--- src/rtl/rx_frame_ctrl.sv ---
// rx_frame_ctrl: per-frame receive controller. Waits for the end of a received
// frame, decides whether to keep it from the MAC/transport verdicts, then
// drains the data store through a one-word hold register so the final word
// can be tagged with m_last when the store stream ends.
module rx_frame_ctrl #(
  parameter int DATA_SIZE = 16,
  parameter int MAX_WORDS = 750,
  parameter int TIMEOUT   = 1023
) (
  input  logic                 clk,
  input  logic                 rst_n,
  input  logic                 frame_start,
  input  logic                 rx_done,
  input  logic                 rx_kill,
  input  logic                 transport_valid,
  input  logic                 udp_kill,
  input  logic                 ethertype_ok,
  input  logic                 store_axiov,
  input  logic [DATA_SIZE-1:0] store_axiod,
  output logic                 read_request,
  output logic                 m_valid,
  output logic [DATA_SIZE-1:0] m_data,
  output logic                 m_last,
  output logic                 busy,
  output logic [15:0]          accepted_count,
  output logic [15:0]          dropped_count
);

  localparam int WCNT_W = $clog2(MAX_WORDS + 1);
  localparam int TCNT_W = $clog2(TIMEOUT + 1);

  localparam logic [WCNT_W-1:0] WCNT_MAX = WCNT_W'(MAX_WORDS);
  localparam logic [TCNT_W-1:0] TCNT_LIM = TCNT_W'(TIMEOUT - 1);

  localparam logic [1:0] S_IDLE   = 2'd0;
  localparam logic [1:0] S_RECV   = 2'd1;
  localparam logic [1:0] S_DECIDE = 2'd2;
  localparam logic [1:0] S_DRAIN  = 2'd3;

  logic [1:0]           state_q, state_d;
  logic                 rxd_prev_q;
  logic                 axiov_prev_q;
  logic [DATA_SIZE-1:0] hold_q, hold_d;
  logic                 hold_full_q, hold_full_d;
  logic [WCNT_W-1:0]    wcnt_q, wcnt_d;
  logic [TCNT_W-1:0]    tcnt_q, tcnt_d;
  logic                 rdreq_q;
  logic                 mvalid_q, mvalid_d;
  logic                 mlast_q, mlast_d;
  logic [DATA_SIZE-1:0] mdata_q, mdata_d;
  logic [15:0]          acc_q, acc_d;
  logic [15:0]          drop_q, drop_d;
  logic                 acc_inc, drop_inc;
  logic                 accept;
  logic                 capture;

  // Frame verdict: transport layer result dominates; otherwise a plain
  // ethertype match is enough as long as the MAC check passed.
  always_comb begin
    accept = 1'b0;
    if (transport_valid) accept = ~udp_kill & ~rx_kill;
    else if (ethertype_ok) accept = ~rx_kill;
  end

  // Next-state, hold register, output word and counter-increment logic.
  always_comb begin
    state_d     = state_q;
    hold_d      = hold_q;
    hold_full_d = hold_full_q;
    wcnt_d      = wcnt_q;
    tcnt_d      = tcnt_q;
    mvalid_d    = 1'b0;
    mlast_d     = 1'b0;
    mdata_d     = mdata_q;
    acc_inc     = 1'b0;
    drop_inc    = 1'b0;
    capture     = 1'b0;

    case (state_q)
      S_IDLE: begin
        if (frame_start) state_d = S_RECV;
      end

      S_RECV: begin
        if (rx_done && !rxd_prev_q) state_d = S_DECIDE;
      end

      S_DECIDE: begin
        hold_full_d = 1'b0;
        wcnt_d      = '0;
        tcnt_d      = '0;
        if (accept) begin
          state_d = S_DRAIN;
        end else begin
          state_d  = S_IDLE;
          drop_inc = 1'b1;
        end
      end

      default: begin // S_DRAIN
        // Words past the per-frame limit are silently dropped.
        capture = store_axiov && (wcnt_q < WCNT_MAX);
        if (capture) begin
          hold_d      = store_axiod;
          hold_full_d = 1'b1;
          wcnt_d      = wcnt_q + WCNT_W'(1);
          // A new word pushes the previous one out, which is not the last.
          if (hold_full_q) begin
            mvalid_d = 1'b1;
            mdata_d  = hold_q;
          end
        end

        if (axiov_prev_q && !store_axiov) begin
          // End of stream: the held word is the final one of the frame.
          // axiov_prev_q implies at least one word was captured.
          mvalid_d = 1'b1;
          mlast_d  = 1'b1;
          mdata_d  = hold_q;
          state_d  = S_IDLE;
          acc_inc  = 1'b1;
        end else if (!hold_full_q && !store_axiov) begin
          // Timeout only runs while the store has produced nothing yet.
          if (tcnt_q == TCNT_LIM) begin
            state_d  = S_IDLE;
            drop_inc = 1'b1;
          end else begin
            tcnt_d = tcnt_q + TCNT_W'(1);
          end
        end
      end
    endcase

    acc_d  = (acc_inc  && acc_q  != 16'hFFFF) ? acc_q  + 16'd1 : acc_q;
    drop_d = (drop_inc && drop_q != 16'hFFFF) ? drop_q + 16'd1 : drop_q;
  end

  // State, datapath and statistics registers; reset clears everything.
  always_ff @(posedge clk or negedge rst_n) begin
    if (!rst_n) begin
      state_q      <= S_IDLE;
      rxd_prev_q   <= 1'b0;
      axiov_prev_q <= 1'b0;
      hold_q       <= '0;
      hold_full_q  <= 1'b0;
      wcnt_q       <= '0;
      tcnt_q       <= '0;
      rdreq_q      <= 1'b0;
      mvalid_q     <= 1'b0;
      mlast_q      <= 1'b0;
      mdata_q      <= '0;
      acc_q        <= '0;
      drop_q       <= '0;
    end else begin
      state_q      <= state_d;
      rxd_prev_q   <= rx_done;
      axiov_prev_q <= (state_q == S_DRAIN) && store_axiov;
      hold_q       <= hold_d;
      hold_full_q  <= hold_full_d;
      wcnt_q       <= wcnt_d;
      tcnt_q       <= tcnt_d;
      rdreq_q      <= (state_d == S_DRAIN);
      mvalid_q     <= mvalid_d;
      mlast_q      <= mlast_d;
      mdata_q      <= mdata_d;
      acc_q        <= acc_d;
      drop_q       <= drop_d;
    end
  end

  assign read_request   = rdreq_q;
  assign m_valid        = mvalid_q;
  assign m_last         = mlast_q;
  assign m_data         = mdata_q;
  assign busy           = (state_q != S_IDLE);
  assign accepted_count = acc_q;
  assign dropped_count  = drop_q;

endmodule
--- config.mk ---
export PLATFORM = sky130hd
export DESIGN_NAME = rx_frame_ctrl
export DESIGN_NICKNAME = d
export VERILOG_FILES = /design/src/rtl/rx_frame_ctrl.sv
export SDC_FILE = /design/constraint.sdc
export NUM_CORES = 1
export LEC_CHECK = 0
export ABC_CLOCK_PERIOD_IN_PS = 2490
export BUFFER_PORTS_ARGS = -buffer_cell sky130_fd_sc_hd__buf_2
export CAP_MARGIN = 5
export CORE_UTILIZATION = 45
export CTS_CLUSTER_DIAMETER = 40
export DETAILED_ROUTE_END_ITERATION = 6
export MAX_ROUTING_LAYER = met4
export PLACE_DENSITY_LB_ADDON = 0.05
export RECOVER_POWER = 25
export SYNTH_ARGS = -nofsm -noshare
export SYNTH_HDL_FRONTEND = slang
export SYNTH_SLANG_ARGS = --single-unit
--- constraint.sdc ---
create_clock -name clk -period 2.49 [get_ports clk]
set_clock_uncertainty 0.05 [all_clocks]
set_input_delay 0.1245 -clock clk [delete_from_list [all_inputs] [get_ports clk]]
set_output_delay 0.1245 -clock clk [all_outputs]
set_load 0.005 [all_outputs]
==> reports/summary.md <==
The total power divided by cell area works out to 868 mW/mm^2. Along the worst hold path, the cell count comes to 3. The share of cells above drive strength 1 is 30.8%. The leakage component of the power was 0.00263 uW. The endpoint identified for the worst register-to-register timing path is dropped_count[12]$_DFFE_PN0P_. Setup repair after global routing left no endpoint under its margin. No sink is reached through more buffers than the 2 on the longest clock path.

The startpoint identified for the worst hold timing path is frame_start. Yosys mapped a number of flops with a built-in enable equal to 0. For this run, the number of Yosys warnings is 0. The run gives 3.20% as the met3 track utilization from global routing. Along the worst path, the maximum fanout reaches 11. For the worst flop-to-flop path, the logic depth is 7. The startpoint identified for the worst register-to-register timing path is tcnt_q[0]$_DFFE_PN0P_.

The clock latency on the worst-skew pair was 0.36 ns; the number of fill cells was 844. Dividing the detail-routed wire length by the instance count gives 13.6 um. The run finished with clean final reports.

Across the run, the number of max-cap violations was 0. TritonCTS built the clock tree. For the wire length of the first global-routing pass, the log shows 13900 um. The number of vias per cell after detailed routing is 5.12, and the utilization of the core after routing is 57.0%.

Summing all multi-input logic gate instances after layout gives 0.00195 sq mm. The distinct cell type count of the synthesized netlist came out at 55. The run gives 400 as the synthesized netlist net count. The most used flip-flop cell after synthesis is dfrtp_1.

Sorting the synthesized cells by area gives the leading types as dfrtp_1 53%, mux2_2 7.0%, xor2_1 5.8%. Clock tree synthesis found a total of 92 sinks. In this run the horizontal extent of the chip is 100 um. The number of design rule violations left after detail routing was 0; the portion of the clock cycle consumed by the worst path in the final layout was 89.4%. The fraction of synthesis flops using an asynchronous set or reset pin came out at 100%. In the layout the commonest cells are 92 x dfrtp_1, 66 x buf_2, 35 x nor2_1, 31 x nand2_1, 29 x xor2_1. The final layout contains routed wiring with a total length of 8330 um. The worst-case IR drop observed on VDD is 0.419 mV. For met2 alone, demand over resource in global routing was 28.3%. Largest area contributor in the synthesized netlist: dfrtp_1. The run gives 53 as the pin count of the biggest net entering global routing. Critical path endpoint category: a flop. The placeable core region was 0.00933 sq mm. The first detailed-routing pass ran for 4 iterations. The H-tree was split into 3 levels. Counting flops and latches in the post-synthesis netlist gives 92. The data arrival at the endpoint of the critical path was 2.47 ns; the final hold violation count was 0. The row count is 35, and the post-cts gate resize count is 0. The via count of the first global-routing pass is 2936. After synthesis the cells add up to 0.00436 sq mm. The worst hold slack was 0.0420 ns; the average size of a mapped cell was 11.8 sq um.

Required time reported for the critical path endpoint: 2.73 ns. For hold timing, the worst endpoint is state_q[0]$_DFF_PN0_. The cell count after synthesis came out at 370. The logs give 0 for the count of buffers added by post-CTS timing repair for setup and 46.7% for the initial standard-cell utilization of the core.

Counting I/O delays and the setup requirement, the final critical path takes 2.23 ns. For the pin with the worst max-slew slack, the measured transition is 1.05 ns. Setup violations remaining at the end of the flow were counted as 0. Global routing used 18.2% of the available tracks across all layers. Based on the critical path, the design can be clocked at up to 0.449 GHz.

The worst setup path is launched from a flop. The tools report the number of antenna violations at the first check in global routing as 0. The class of the tightest hold or removal check was in -> reg.

The detailed router placed 3133 vias in this run. For the weighted congestion at the end of routability-driven global placement, the log shows 0.823. Detailed placement finished with a half-perimeter wire length of 5880 um.

The area occupied by registers came out at 0.00230 sq mm. Setup total negative slack on the finished layout was measured at 0 ns. The library cell used most frequently in the layout, excluding fill and tap cells, is dfrtp_1. Power comes to 4610 uW.

Count of buffers inserted at the top-level ports: 76. The area overhead of the layout relative to synthesis is 22.0%, and the met1 layer usage reported by global route is 24.0%. In this run the clock root is driven by a clkbuf_8.

The register clock-pin slew on the reported worst setup and hold paths is 0.10 ns, and the final layout net count is 508. Summed over its instances, the top area cell type makes up 52.8% of the synthesized netlist area. The number of pins with negative max-slew slack in the final report is 0. Once detail routing completed, the nets flagged for antenna violations numbered 0.

The run gives 18 as the total of hold buffers inserted after clock tree synthesis. The register-to-register setup slack was 0.26 ns; the sequential area share after synthesis was 52.8%. The die covers 0.0101 sq mm. Global routing finished with a remaining overflow of 0. The kind of critical path was reg -> reg. 0 antenna diodes ended up in the layout. met2 is the most crowded layer. From bottom edge to top edge, the die measures 100 um.

The headroom to the max-slew limit is 29.7%, and the boundary pin count is 77. The TritonCTS buffer count is 9, and the violation count after the first detailed-route iteration is 77.
==> final cells by class <==
type | instances | area share (%)
inverters | 14 | 0.988
clock buffers | 10 | 2.59
multi-input cells | 257 | 36.6
clock inverters | 6 | 1.34
well taps | 129 | 3.03
repair buffers | 104 | 12.1
flip-flops and latches | 92 | 43.3
==> metal layers <==
metal	routed length [um]	up-vias	share of wire (%)
met5	0	-	0
met4	116	0	1.4
met3	260	10	3.1
met2	3780	63	45
met1	4170	1533	50
li1	-	1527	-
==> worst max-delay path, stage by stage, from the launching register on <==
cell and delay, ns:
dfrtp_1 0.46, inv_1 0.11, ha_1 0.14, and4_2 0.28, nand4_1 0.14, a211o_1 0.52, nor4_1 0.29, xor2_1 0.17
==> logic make-up after synthesis <==
kind of cell	Yosys count	synth area share, %
AND/OR/NAND/NOR	147	19.0
flip-flops	92	52.8
multiplexers	39	10.8
XOR/XNOR	37	7.43
AO/OA/AOI/OAI	29	6.09
buffers and inverters	21	2.50
adder cells (fa/ha/maj)	5	1.44
==> state kept, by name (all words and copies together), names as in the netlist <==
| register | flops |
|---|---|
| accepted_count | 16 |
| dropped_count | 16 |
| hold_q | 16 |
| m_data | 16 |
| tcnt_q | 10 |
| wcnt_q | 10 |
| state_q | 2 |
| axiov_prev_q | 1 |
| hold_full_q | 1 |
| m_last | 1 |
| m_valid | 1 |
| read_request | 1 |
| rxd_prev_q | 1 |
==> report_power, final <==
group / switching (uW) / internal [uW] / total, uW
sequential: 355 / 1910 / 2270
clock: 544 / 499 / 1040
combinational: 589 / 714 / 1300
==> how the worst max path moves through the flow <==
stage,startpoint,to,depth (start not counted)
floorplan,tcnt_q[0]$_DFFE_PN0P_,dropped_count[1]$_DFFE_PN0P_,7
global placement,tcnt_q[0]$_DFFE_PN0P_,dropped_count[12]$_DFFE_PN0P_,7
detailed placement,tcnt_q[0]$_DFFE_PN0P_,dropped_count[12]$_DFFE_PN0P_,7
CTS,tcnt_q[0]$_DFFE_PN0P_,dropped_count[12]$_DFFE_PN0P_,7
global route,tcnt_q[0]$_DFFE_PN0P_,dropped_count[12]$_DFFE_PN0P_,7
finish,tcnt_q[0]$_DFFE_PN0P_,dropped_count[12]$_DFFE_PN0P_,7
==> synthesized netlist by cell type, types with 5 or more instances <==
master,count
mux2_4,9
and3_1,5
inv_1,14
nand2_1,31
mux2_2,27
ha_1,5
nand3_1,16
xor2_1,29
xnor2_1,8
nor4_1,5
nor3_1,8
nand4_1,17
nor2_1,35
dfrtp_1,92
==> metrics by stage <==
stage	area [sq um]	setup slack, ns	instances
after CTS	5340	0.245	612
after global routing	5320	0.0525	612
after global placement	4950	0.287	578
final	5320	0.264	612
after detailed placement	4950	0.255	578
after floorplan	4360	0.572	370
(Power assumes the default switching activity.)
